[src/rtl/cdda_mixer_if.sv]
// cdda_mixer_if: signal bundle between the CDDA mixer and its environment.
//   cen_44100        44.1 kHz sample enable (shared with the CDDA FIFO)
//   cdda_l/cdda_r    CDDA stereo sample, signed 16
//   aud_l/aud_r      existing Amiga audio path, signed 16
//   vol_l/vol_r      CDDA volume 0..64 (larger values clamp to 64)
//   mute             drive both CDDA gains toward 0
//   out_l/out_r      mixed, saturated output, signed 16
//   out_valid        one-cycle pulse when out_l/out_r update
// master drives the inputs and observes the outputs; slave is the mixer.
interface cdda_mixer_if;
  logic        cen_44100;
  logic [15:0] cdda_l;
  logic [15:0] cdda_r;
  logic [15:0] aud_l;
  logic [15:0] aud_r;
  logic [6:0]  vol_l;
  logic [6:0]  vol_r;
  logic        mute;
  logic [15:0] out_l;
  logic [15:0] out_r;
  logic        out_valid;

  modport master (
    output cen_44100, cdda_l, cdda_r, aud_l, aud_r, vol_l, vol_r, mute,
    input  out_l, out_r, out_valid
  );

  modport slave (
    input  cen_44100, cdda_l, cdda_r, aud_l, aud_r, vol_l, vol_r, mute,
    output out_l, out_r, out_valid
  );
endinterface

[src/rtl/cdda_mixer.sv]
// cdda_mixer: scales the CDDA sample pair by a ramped per-channel gain
// (0..64, 64 = unity), adds it to the Amiga audio path and saturates to
// 16-bit signed. A single multiplier is shared between left and right.
// Ports:
//   clk_sys   system clock
//   reset     synchronous, active-high reset
//   bus       cdda_mixer_if.slave (sample inputs, volume/mute, mixed outputs)
//
// state | meaning
// ------+-----------------------------------------------------------
// IDLE  | waiting for cen_44100
// WAIT  | counting down until the FIFO has updated both channels
// MUL_L | left product through the shared multiplier
// MUL_R | right product through the shared multiplier
// SUM   | add Amiga audio, saturate, register outputs, pulse out_valid
module cdda_mixer #(
  parameter int CAPTURE_DELAY = 3,
  parameter int RAMP_STEP     = 1
) (
  input  logic         clk_sys,
  input  logic         reset,
  cdda_mixer_if.slave  bus
);

  localparam int CW = (CAPTURE_DELAY > 1) ? $clog2(CAPTURE_DELAY) : 1;
  localparam logic [CW-1:0] CNT_LOAD = CW'(CAPTURE_DELAY - 1);
  localparam logic [6:0]    STEP     = 7'(RAMP_STEP);

  typedef enum logic [2:0] {
    IDLE  = 3'd0,
    WAIT  = 3'd1,
    MUL_L = 3'd2,
    MUL_R = 3'd3,
    SUM   = 3'd4
  } state_t;

  state_t state_q, state_d;

  logic [CW-1:0] cnt;
  logic [6:0]    g_l, g_r;
  logic [15:0]   cap_cl, cap_cr, cap_al, cap_ar;
  logic [16:0]   p_l, p_r;
  logic [15:0]   out_l_q, out_r_q;
  logic          out_valid_q;

  // Moves g one ramp step toward the (clamped, mute-aware) target, landing
  // exactly on the target once it is within a step.
  function automatic logic [6:0] ramp_gain(input logic [6:0] g,
                                           input logic [6:0] vol,
                                           input logic       mu);
    logic [6:0] tgt;
    logic [6:0] res;
    tgt = mu ? 7'd0 : ((vol > 7'd64) ? 7'd64 : vol);
    if (tgt > g) begin
      res = ((tgt - g) <= STEP) ? tgt : (g + STEP);
    end else begin
      res = ((g - tgt) <= STEP) ? tgt : (g - STEP);
    end
    return res;
  endfunction

  function automatic logic [15:0] sat16(input logic signed [17:0] s);
    logic [15:0] res;
    if (s > 18'sd32767) begin
      res = 16'h7FFF;
    end else if (s < -18'sd32768) begin
      res = 16'h8000;
    end else begin
      res = s[15:0];
    end
    return res;
  endfunction

  // Shared multiplier: operands selected by the current MUL state.
  logic signed [15:0] mul_a;
  logic        [6:0]  mul_g;
  logic signed [23:0] prod;
  logic        [16:0] scaled;
  logic               unused_prod_bits;

  assign mul_a  = (state_q == MUL_R) ? $signed(cap_cr) : $signed(cap_cl);
  assign mul_g  = (state_q == MUL_R) ? g_r : g_l;
  assign prod   = mul_a * $signed({1'b0, mul_g});
  // Arithmetic >>> 6 (floor); with gain <= 64 the result fits in 17 bits.
  assign scaled = prod[22:6];
  assign unused_prod_bits = ^{prod[23], prod[5:0]};

  logic signed [17:0] sum_l, sum_r;
  assign sum_l = $signed({p_l[16], p_l}) + $signed({{2{cap_al[15]}}, cap_al});
  assign sum_r = $signed({p_r[16], p_r}) + $signed({{2{cap_ar[15]}}, cap_ar});

  always_ff @(posedge clk_sys) begin
    if (reset) begin
      state_q <= IDLE;
    end else begin
      state_q <= state_d;
    end
  end

  always_comb begin
    state_d = state_q;
    case (state_q)
      IDLE:    if (bus.cen_44100) state_d = WAIT;
      WAIT:    if (cnt == '0)     state_d = MUL_L;
      MUL_L:   state_d = MUL_R;
      MUL_R:   state_d = SUM;
      SUM:     state_d = IDLE;
      default: state_d = IDLE;
    endcase
  end

  always_ff @(posedge clk_sys) begin
    if (reset) begin
      cnt         <= '0;
      g_l         <= 7'd0;
      g_r         <= 7'd0;
      cap_cl      <= 16'd0;
      cap_cr      <= 16'd0;
      cap_al      <= 16'd0;
      cap_ar      <= 16'd0;
      p_l         <= 17'd0;
      p_r         <= 17'd0;
      out_l_q     <= 16'd0;
      out_r_q     <= 16'd0;
      out_valid_q <= 1'b0;
    end else begin
      out_valid_q <= 1'b0;
      case (state_q)
        IDLE: begin
          if (bus.cen_44100) cnt <= CNT_LOAD;
        end
        WAIT: begin
          if (cnt == '0) begin
            cap_cl <= bus.cdda_l;
            cap_cr <= bus.cdda_r;
            cap_al <= bus.aud_l;
            cap_ar <= bus.aud_r;
            g_l    <= ramp_gain(g_l, bus.vol_l, bus.mute);
            g_r    <= ramp_gain(g_r, bus.vol_r, bus.mute);
          end else begin
            cnt <= cnt - 1'b1;
          end
        end
        MUL_L: p_l <= scaled;
        MUL_R: p_r <= scaled;
        SUM: begin
          out_l_q     <= sat16(sum_l);
          out_r_q     <= sat16(sum_r);
          out_valid_q <= 1'b1;
        end
        default: ;
      endcase
    end
  end

  assign bus.out_l     = out_l_q;
  assign bus.out_r     = out_r_q;
  assign bus.out_valid = out_valid_q;

endmodule

[src/flat_wrapper.sv]
// flat-port wrapper written by rule: the top's interface ports become plain ports
module cdda_mixer_flat 
#(
  parameter int CAPTURE_DELAY = 3,
  parameter int RAMP_STEP     = 1
)
  (clk_sys, reset, bus_cen_44100, bus_cdda_l, bus_cdda_r, bus_aud_l, bus_aud_r, bus_vol_l, bus_vol_r, bus_mute, bus_out_l, bus_out_r, bus_out_valid);
  cdda_mixer_if bus_i ();
  input  logic clk_sys;
  input  logic reset;
  input wire logic [$bits(bus_i.cen_44100)-1:0] bus_cen_44100;
  input wire logic [$bits(bus_i.cdda_l)-1:0] bus_cdda_l;
  input wire logic [$bits(bus_i.cdda_r)-1:0] bus_cdda_r;
  input wire logic [$bits(bus_i.aud_l)-1:0] bus_aud_l;
  input wire logic [$bits(bus_i.aud_r)-1:0] bus_aud_r;
  input wire logic [$bits(bus_i.vol_l)-1:0] bus_vol_l;
  input wire logic [$bits(bus_i.vol_r)-1:0] bus_vol_r;
  input wire logic [$bits(bus_i.mute)-1:0] bus_mute;
  output wire logic [$bits(bus_i.out_l)-1:0] bus_out_l;
  output wire logic [$bits(bus_i.out_r)-1:0] bus_out_r;
  output wire logic [$bits(bus_i.out_valid)-1:0] bus_out_valid;
  assign bus_i.cen_44100 = bus_cen_44100;
  assign bus_i.cdda_l = bus_cdda_l;
  assign bus_i.cdda_r = bus_cdda_r;
  assign bus_i.aud_l = bus_aud_l;
  assign bus_i.aud_r = bus_aud_r;
  assign bus_i.vol_l = bus_vol_l;
  assign bus_i.vol_r = bus_vol_r;
  assign bus_i.mute = bus_mute;
  assign bus_out_l = bus_i.out_l;
  assign bus_out_r = bus_i.out_r;
  assign bus_out_valid = bus_i.out_valid;
  cdda_mixer #(.CAPTURE_DELAY(CAPTURE_DELAY), .RAMP_STEP(RAMP_STEP)) u_core (.clk_sys(clk_sys), .reset(reset), .bus(bus_i));
endmodule
[config.mk]
export PLATFORM = sky130hd
export DESIGN_NAME = cdda_mixer_flat
export DESIGN_NICKNAME = d
export VERILOG_FILES = /design/src/rtl/cdda_mixer_if.sv /design/src/rtl/cdda_mixer.sv /design/src/flat_wrapper.sv
export SDC_FILE = /design/constraint.sdc
export NUM_CORES = 1
export LEC_CHECK = 0
export CORE_MARGIN = 3
export CORE_UTILIZATION = 45
export DETAILED_ROUTE_END_ITERATION = 8
export PLACE_DENSITY = 0.72
export REMOVE_ABC_BUFFERS = 1
export SLEW_MARGIN = 15
export SYNTH_ARGS = -nofsm -noshare
export SYNTH_HDL_FRONTEND = slang
export SYNTH_SLANG_ARGS = --single-unit
[constraint.sdc]
create_clock -name clk_sys -period 5.75 [get_ports clk_sys]
set_input_delay 1.725 -clock clk_sys [delete_from_list [all_inputs] [get_ports clk_sys]]
set_output_delay 1.725 -clock clk_sys [all_outputs]
set_load 0.05 [all_outputs]
# Word level (Yosys, flattened, before mapping)
# Cells that the tools add are included.
totals:
  reg_bits: 150
  out_inout_bits: 33
  word_cells: 73
op_classes:
  add_sub_neg: 11
  mul: 1
  n_lt_le_gt_ge: 12
  eq_ne: 7
  muxes: 23
  reduce_logical: 6
ops:
  columns: ["op", "n"]
  rows:
  - ["two-way mux 16 bit", 5]
  - ["two-way mux 7 bit", 11]
  - ["adder 17 x 16 -> 18 bit", 2]
  - ["> comparator 18 x 16 -> 1 bit, second input constant", 2]
  - ["< comparator 18 x 16 -> 1 bit, second input constant", 2]
  - ["less-or-equal comparator 7 x 1 -> 1 bit, second input constant", 4]
  - ["subtractor 7 bit", 4]
  - ["multiplier 16 x 8 -> 23 bit", 1]
  - ["adder 7 x 1 -> 7 bit, second input constant", 2]
  - ["> comparator 7 bit", 2]
  - ["> comparator 7 bit, second input constant", 2]
  - ["subtractor 7 x 1 -> 7 bit, second input constant", 2]
  - ["one-hot mux 3 bit (4 select lines)", 1]
  - ["== test 3 x 2 -> 1 bit, second input constant", 2]
  - ["two-way mux 3 bit", 2]
  - ["two-way mux 2 bit", 2]
  - ["inequality test 2 bit, second input constant", 2]
  - ["one-hot mux 2 bit (2 select lines)", 1]
  - ["AND reduction 2 bit", 2]
  - ["== test 3 x 1 -> 1 bit, second input constant", 1]
  - ["== test 3 bit, second input constant", 1]
  - ["logical NOT 3 bit", 1]
  - ["AND reduction 3 bit", 1]
  - ["logical NOT 2 bit", 1]
  - ["other kinds (4)", 4]

# Logic depth before layout (Yosys ltp)
# Gate-level depths: netlist of run 1.
logic_depth:
  ltp_word: 7
  mapped_depth: 25

# Least setup slack after synthesis of run 1
# OpenSTA, ideal clock, no wires.
synth_timing:
  path_type: "register to register"
  start: "reg u_core.state_q[0]"
  end: "reg u_core.p_l[16]"
  arrival_ns: 6.310
  required_ns: 5.676
  setup_slack_ns: -0.635
  stages_incl_launch_ff: 25
  path_buffers: 3
  period_less_slack_ns: 6.385
  cell_sequence: "dfxtp_1 > clkbuf_1 > nand2_1 > nor2_1 > clkbuf_1 > a21boi_0 > clkbuf_1 > or2_2 > fa_1 > inv_1 > fa_1 > fa_1 > inv_1 > fa_1 > inv_1 > ha_1 > a211oi_2 > nand2_1 > o22a_1 > a22o_1 > a311o_1 > a21o_1 > a21o_1 > or4_1 > a31oi_1"
synth_between:
  elab_chain_len: 3
  word_cells_on_any_way: 5
  classes_between: "mul: 1; eq/ne: 2; mux: 2"
synth_rtl:
  columns: ["item", "line", "source"]
  rows:
  - ["start, declared", "cdda_mixer.sv:37", "state_t state_q, state_d;"]
  - ["start signal, assigned", "cdda_mixer.sv:96", "state_q <= state_d;"]
  - ["== test 3 x 2 -> 1 bit", "cdda_mixer.sv:81, cdda_mixer.sv:82", null]
  - ["two-way mux 16 bit or two-way mux 7 bit (tied branches)", "cdda_mixer.sv:81, cdda_mixer.sv:82", null]
  - ["multiplier 16 x 8 -> 23 bit", "cdda_mixer.sv:83", "assign prod = mul_a * $signed({1'b0, mul_g});"]
  - ["end signal, assigned", "cdda_mixer.sv:144", "MUL_L: p_l <= scaled;"]
  - ["end, declared", "cdda_mixer.sv:42", "logic [16:0] p_l, p_r;"]
# Several ways; a longest one is shown, not always the timed one.
# A chain may end at the register's enable or synchronous reset.

# Worst setup path in the final report of run 1
layout_timing:
  start: "reg u_core.state_q[2]"
  end: "reg u_core.p_l[16]"
# The elaborated chain is that of the path after synthesis.

==> results.cfg, run 1 <==
[placement]
dp_slack_ns = -0.402
dp_hpwl_um = 26400
dp.cells = 2194
gp_congestion = 0.967
port_buffers = 114

[worst_setup_path]
worstSetupEndpointType = register
required_ns = 6.10
r2r_slack_ns = -0.08
cp-start-kind = register
cpLargestDelayFamily = adder cells
cp_num_buf_inv = 8
crit_fanout = 8
slowest_stage = fa_1
crit_type = reg -> reg
arrival_ns = 6.18
critPathMaxStageDelay_ns = 0.52

[die]
die_y_um = 175
num_io_pins = 115
die_area_um2 = 30700
num_rows = 61
coreArea_um2 = 28000
initial_utilization_pct = 46.0
die_w_um = 175

[synthesis]
syn_area_um2 = 12900
synth.avg_cell_area_um2 = 7.77
synth_largest_area_cell = dfxtp_1
yosysMostFrequentCell = nand2_1
synth_ff_type = dfxtp_1
syn-instance-count = 1658
netlist_top_cells_count = 269 x nand2_1, 164 x a21oi_1, 163 x nor2_1, 162 x inv_1, 150 x dfxtp_1
synth-edff-count = 0
ys_warn_count = 0
synth_cell_types = 70
async_reset_ff_share_pct = 0
synth_seq_cells = 150
netlist_top_cells_area = dfxtp_1 23%, fa_1 14%, ha_1 10%
synth_top_area_share_pct = 23.3
ys_seq_area_share_pct = 23.3

[timing]
finalHoldViolCount = 0
rsz0062_at_grt = true
slew_headroom_pct = 29.7
fmax_mhz = 172
fin_skew_ns = 0.0139
post-route-period-util_pct = 101
worstMarginPinSlew_ns = 1.05
setup_ws_ns = -0.0794
layout_min_cycle_time_ns = 5.83
finalMaxSlewViolations = 0
final-setup-viol-count = 2

[status]
status = complete, but fails checks
violations = setup timing

[drt]
wire_per_inst_um = 15.4
antenna_left = 0
drtIter0Drc = 899
viasPerCell = 5.40
first_pass_iters = 6
drc_errors = 0
wirelength_um = 34600
num_vias = 12100

[clock_tree]
htreeDepth = 4
cts_root_buf = clkbuf_16
clkTransAtPathRegs_ns = 0.07
clockBufferDepth = 2
clkSinkCount = 150
insertion_delay_ns = 0.43
numCtsBuffers = 17
cts_tree = done

[final_layout]
drive_gt1_share_pct = 14.6
ff_latch_area_um2 = 3010
n_antenna_cell = 0
multiInputGateArea_um2 = 9270
stdcell_count = 2249
n_fill_cell = 2478
nNetsFinal = 2137
syn_to_final_growth_pct = 26.5

[grt]
grt_pass1_vias = 12200
antenna_found_initial = 0
grt_pass1_wl_um = 57800
grt_max_degree = 61
overflow = 0
grtUsageTotal_pct = 22.5

[min_path]
hp-class = reg -> reg

[job]
maxCapViolations = 0

[pwr]
irDropWorstVdd_mv = 0.216
power_density_nw_per_um2 = 248
power_uw = 4040
p_leak_uw = 0.00722
[per-stage QoR]
stage / TNS (ns) / hold slack (ns) / cell area, um^2 / utilization, %
6_report: -0.158 / 0.457 / 16300 / 58.2
5_1_grt: -1.30 / 0.466 / 16300 / 58.2
4_1_cts: -0.0257 / 0.457 / 16200 / 57.9
3_5_place_dp: -1.81 / 0.447 / 15100 / 54.0
3_3_place_gp: -0.595 / 0.440 / 15100 / 54.0
2_1_floorplan: -20.59 / 0.430 / 12600 / -
[state kept, by name, indices dropped and copies added (netlist names), 7 cells and up]
| signal | flops |
|---|---|
| u_core.cap_cr | 16 |
| u_core.bus.out_l | 16 |
| u_core.cap_al | 16 |
| u_core.g_l | 7 |
| u_core.cap_ar | 16 |
| u_core.bus.out_r | 16 |
| u_core.p_r | 17 |
| u_core.cap_cl | 16 |
| u_core.p_l | 17 |
| u_core.g_r | 7 |
[cells in the final DEF, fill, tap and decap left out, types with 28 or more instances in the layout]
| master | n |
|---|---|
| inv_1 | 155 |
| xnor2_1 | 39 |
| nor2_1 | 155 |
| fa_1 | 83 |
| dfxtp_1 | 147 |
| ha_1 | 98 |
| nor3_1 | 46 |
| clkdlybuf4s50_1 | 113 |
| buf_4 | 133 |
| o21ai_0 | 61 |
| nand2_1 | 265 |
| a21oi_1 | 162 |
| xor2_1 | 28 |
[metal layers]
layer	track usage [%]	routed length, um	up-vias	part of all wire (%)
met3	2.52	1520	54	4.4
met4	6.72	704	0	2.0
met5	0	0	-	0
li1	-	-	5966	-
met1	29.4	15700	5785	45
met2	39.3	16700	336	48
[kinds of logic (layout without fill, tap and decap cells)]
group | after synthesis | in the layout | synth area share, %
AO/OA/AOI/OAI | 377 | 377 | 18.2
XOR/XNOR | 70 | 70 | 4.76
adder cells (fa/ha/maj) | 197 | 197 | 24.3
buffers and inverters | 242 | 455 | 7.22
flip-flops | 150 | 150 | 23.3
multiplexers | 27 | 27 | 2.10
AND/OR/NAND/NOR | 595 | 595 | 20.1
[where the power goes]
part / switching [uW] / internal (uW) / total, uW
logic: 979 / 739 / 1720
registers: 76.6 / 1120 / 1200
clock network: 540 / 586 / 1130
[repair_timing]
| item | CTS | global route |
|---|---|---|
| hold buffers | 0 | 0 |
| endpoints found under the setup margin | 12 | 12 |
| gates resized for setup | 76 | 18 |
| pin swaps | 54 | 13 |
| cloned | 1 | 0 |
| setup buffers | 19 | 4 |
[worst paths after layout]
kind | end | depth (start not counted) | startpoint
max reg2reg | u_core.p_l[16]$_SDFFE_PP0N_ | 25 | u_core.state_q[2]$_SDFFE_PP0P_
min reg2reg | u_core.bus.out_r[3]$_SDFFE_PP0P_ | 2 | u_core.bus.out_r[3]$_SDFFE_PP0P_
min | u_core.bus.out_r[3]$_SDFFE_PP0P_ | 2 | u_core.bus.out_r[3]$_SDFFE_PP0P_
max | u_core.p_l[16]$_SDFFE_PP0N_ | 25 | u_core.state_q[2]$_SDFFE_PP0P_
[worst reg2reg max path: stages (launching register included)]
cell and delay, ns:
dfxtp_2 0.33, nand3b_4 0.27, buf_12 0.20, buf_16 0.13, buf_8 0.12, mux2i_1 0.11
buf_4 0.17, buf_4 0.14, buf_4 0.14, nor2_4 0.13, ha_4 0.21, fa_1 0.46
fa_1 0.50, inv_1 0.06, fa_1 0.52, inv_1 0.05, ha_2 0.18, a211oi_2 0.17
nand2_1 0.13, o22a_1 0.19, a22o_1 0.20, a311o_1 0.29, a21o_1 0.18, a21o_1 0.21
or4_4 0.51, a31oi_1 0.16
[area by class of cell]
type                       count  share of cell area (%)
inverter                     162                    3.73
multi-input combinational   1266                    56.9
timing repair buffer         261                    14.4
sequential                   150                    18.5
clock buffer                  17                    2.61
clock inverter                15                    1.06
tap                          378                    2.90
Power figures use the tool's default switching activity.
==> run 2: changes to the inputs <==
Settings changed: SKIP_CTS_REPAIR_TIMING set to 1.
==> run 2 against run 1 <==
Hold slack hardly changed. Critical endpoint unchanged. Core utilization is 0.28 points higher. Largest power group unchanged. Sequential power hardly changed. Total power grew 0.33%. Clock power about the same. Sequential share of layout area is 0.10 points lower. Clock skew up 0.00093 ns. Routed wire length shrank 0.39%. The run still ends with setup timing left.
==> results.cfg, run 2 (same netlist as run 1, synthesis figures left out) <==
[grt]
antenna_found_initial = 0
grtUsageTotal_pct = 21.9
grt_max_degree = 61
grt_pass1_wl_um = 56400
grt_pass1_vias = 11900
overflow = 0

[worst_setup_path]
cp-start-kind = register
reg2regPathDepth = 24
required_ns = 6.10
timing.rr.start = u_core.state_q[0]$_SDFFE_PP0P_
regToRegEndpoint = u_core.p_l[16]$_SDFFE_PP0N_
r2r_slack_ns = -0.05
crit_type = reg -> reg
crit_fanout = 6
cp-endpoint = u_core.p_l[16]$_SDFFE_PP0N_
startpoint = u_core.state_q[0]$_SDFFE_PP0P_
worstSetupEndpointType = register
arrival_ns = 6.15

[clock_tree]
cts_root_buf = clkbuf_16
clkTransAtPathRegs_ns = 0.07
htreeDepth = 4
cts_tree = done
insertion_delay_ns = 0.43
clockBufferDepth = 2
numCtsBuffers = 17
clkSinkCount = 150

[die]
die_y_um = 175
num_io_pins = 115
coreArea_um2 = 28000
num_rows = 61
die_w_um = 175
initial_utilization_pct = 46.0
die_area_um2 = 30700

[placement]
gp_congestion = 0.967
placed_area_um2 = 15100
dp_hpwl_um = 26400
port_buffers = 114

[timing]
post-route-period-util_pct = 101
finalHoldViolCount = 0
finalMaxSlewViolations = 0
whs_ns = 0.457
fin_skew_ns = 0.0148
rsz0062_at_grt = true
tns_ns = -0.0721
setup_ws_ns = -0.0518
fmax_mhz = 172
final-setup-viol-count = 2
worstMarginPinSlew_ns = 1.08
layout_min_cycle_time_ns = 5.80
slew_headroom_pct = 27.5

[final_layout]
largest_registers = u_core.p_l x17, u_core.p_r x17
postLayoutCellArea_um2 = 16400
n_antenna_cell = 0
syn_to_final_growth_pct = 27.1
n_fill_cell = 2461
final_common_cell = nand2_1
drive_gt1_share_pct = 15.5
nNetsFinal = 2135
layout_common_cells = 261 x nand2_1, 162 x a21oi_1, 155 x nor2_1

[drt]
first_pass_iters = 5
num_vias = 12100
wire_per_inst_um = 15.3
drtIter0Drc = 789
antenna_left = 0
drc_errors = 0
viasPerCell = 5.40
wirelength_um = 34500

[pwr]
power_density_nw_per_um2 = 248
p_leak_uw = 0.00719
irDropWorstVdd_mv = 0.218

[status]
violations = setup timing
status = complete, but fails checks

[min_path]
hp-class = reg -> reg
hold_depth = 2

[job]
maxCapViolations = 0
[run 2: worst min-delay path by stage]
stage / startpoint / to / slack [ns]
after global placement: u_core.bus.out_r[5]$_SDFFE_PP0P_ / u_core.bus.out_r[5]$_SDFFE_PP0P_ / 0.44
after global routing: u_core.bus.out_r[12]$_SDFFE_PP0P_ / u_core.bus.out_r[12]$_SDFFE_PP0P_ / 0.47
after floorplan: u_core.cap_cr[10]$_SDFFE_PP0P_ / u_core.cap_cr[10]$_SDFFE_PP0P_ / 0.43
after detailed placement: u_core.bus.out_r[4]$_SDFFE_PP0P_ / u_core.bus.out_r[4]$_SDFFE_PP0P_ / 0.45
final: u_core.bus.out_r[10]$_SDFFE_PP0P_ / u_core.bus.out_r[10]$_SDFFE_PP0P_ / 0.46
after CTS: u_core.bus.out_r[4]$_SDFFE_PP0P_ / u_core.bus.out_r[4]$_SDFFE_PP0P_ / 0.46
[run 2: cell type report]
type / count / area (um^2) / area share, %
clock buffer: 17 / 425 / 2.60
clock inverter: 15 / 173 / 1.05
inverter: 162 / 608 / 3.71
multi-input combinational: 1266 / 9370 / 57.2
sequential: 150 / 3010 / 18.4
tap: 378 / 473 / 2.89
timing repair buffer: 259 / 2330 / 14.2
[run 2: routing by layer]
metal / GRT usage (%) / wire (um) / vias to the layer above
met1: 29.2 / 15600 / 5759
met5: 0 / 0 / -
li1: - / - / 5969
met2: 37.1 / 16600 / 361
met4: 6.91 / 678 / 0
met3: 2.56 / 1580 / 49
[run 2: power by group]
part	internal [uW]	switching [uW]
Combinational	744	983
Clock	586	541
Sequential	1120	80.0
Total	2450	1600
[run 2: per-stage QoR]
stage / setup slack, ns / utilization [%] / cells / power [uW]
finish: -0.0518 / 58.5 / 2247 / 4060
global placement: -0.222 / 54.0 / 2194 / 2790
floorplan: -1.26 / - / 1578 / 2250
CTS: -0.422 / 56.1 / 2226 / 3950
global route: -0.285 / 58.5 / 2247 / 4320
detailed placement: -0.402 / 54.0 / 2194 / 2820
[run 2: critical path: stages (launching register included)]
cell and delay (ns):
dfxtp_2 0.36, nand2_1 0.07, nor2_1 0.12, buf_4 0.16, buf_4 0.11, a21boi_2 0.05, buf_6 0.13, or2_4 0.25
fa_2 0.55, inv_1 0.05, fa_2 0.46, fa_1 0.49, inv_1 0.06, fa_2 0.56, inv_1 0.07, ha_4 0.16
a211oi_2 0.17, nand2_1 0.12, o22a_1 0.19, a22o_1 0.20, a311o_1 0.30, a21o_1 0.18, a21o_1 0.19, or4_4 0.53
a31oi_1 0.17
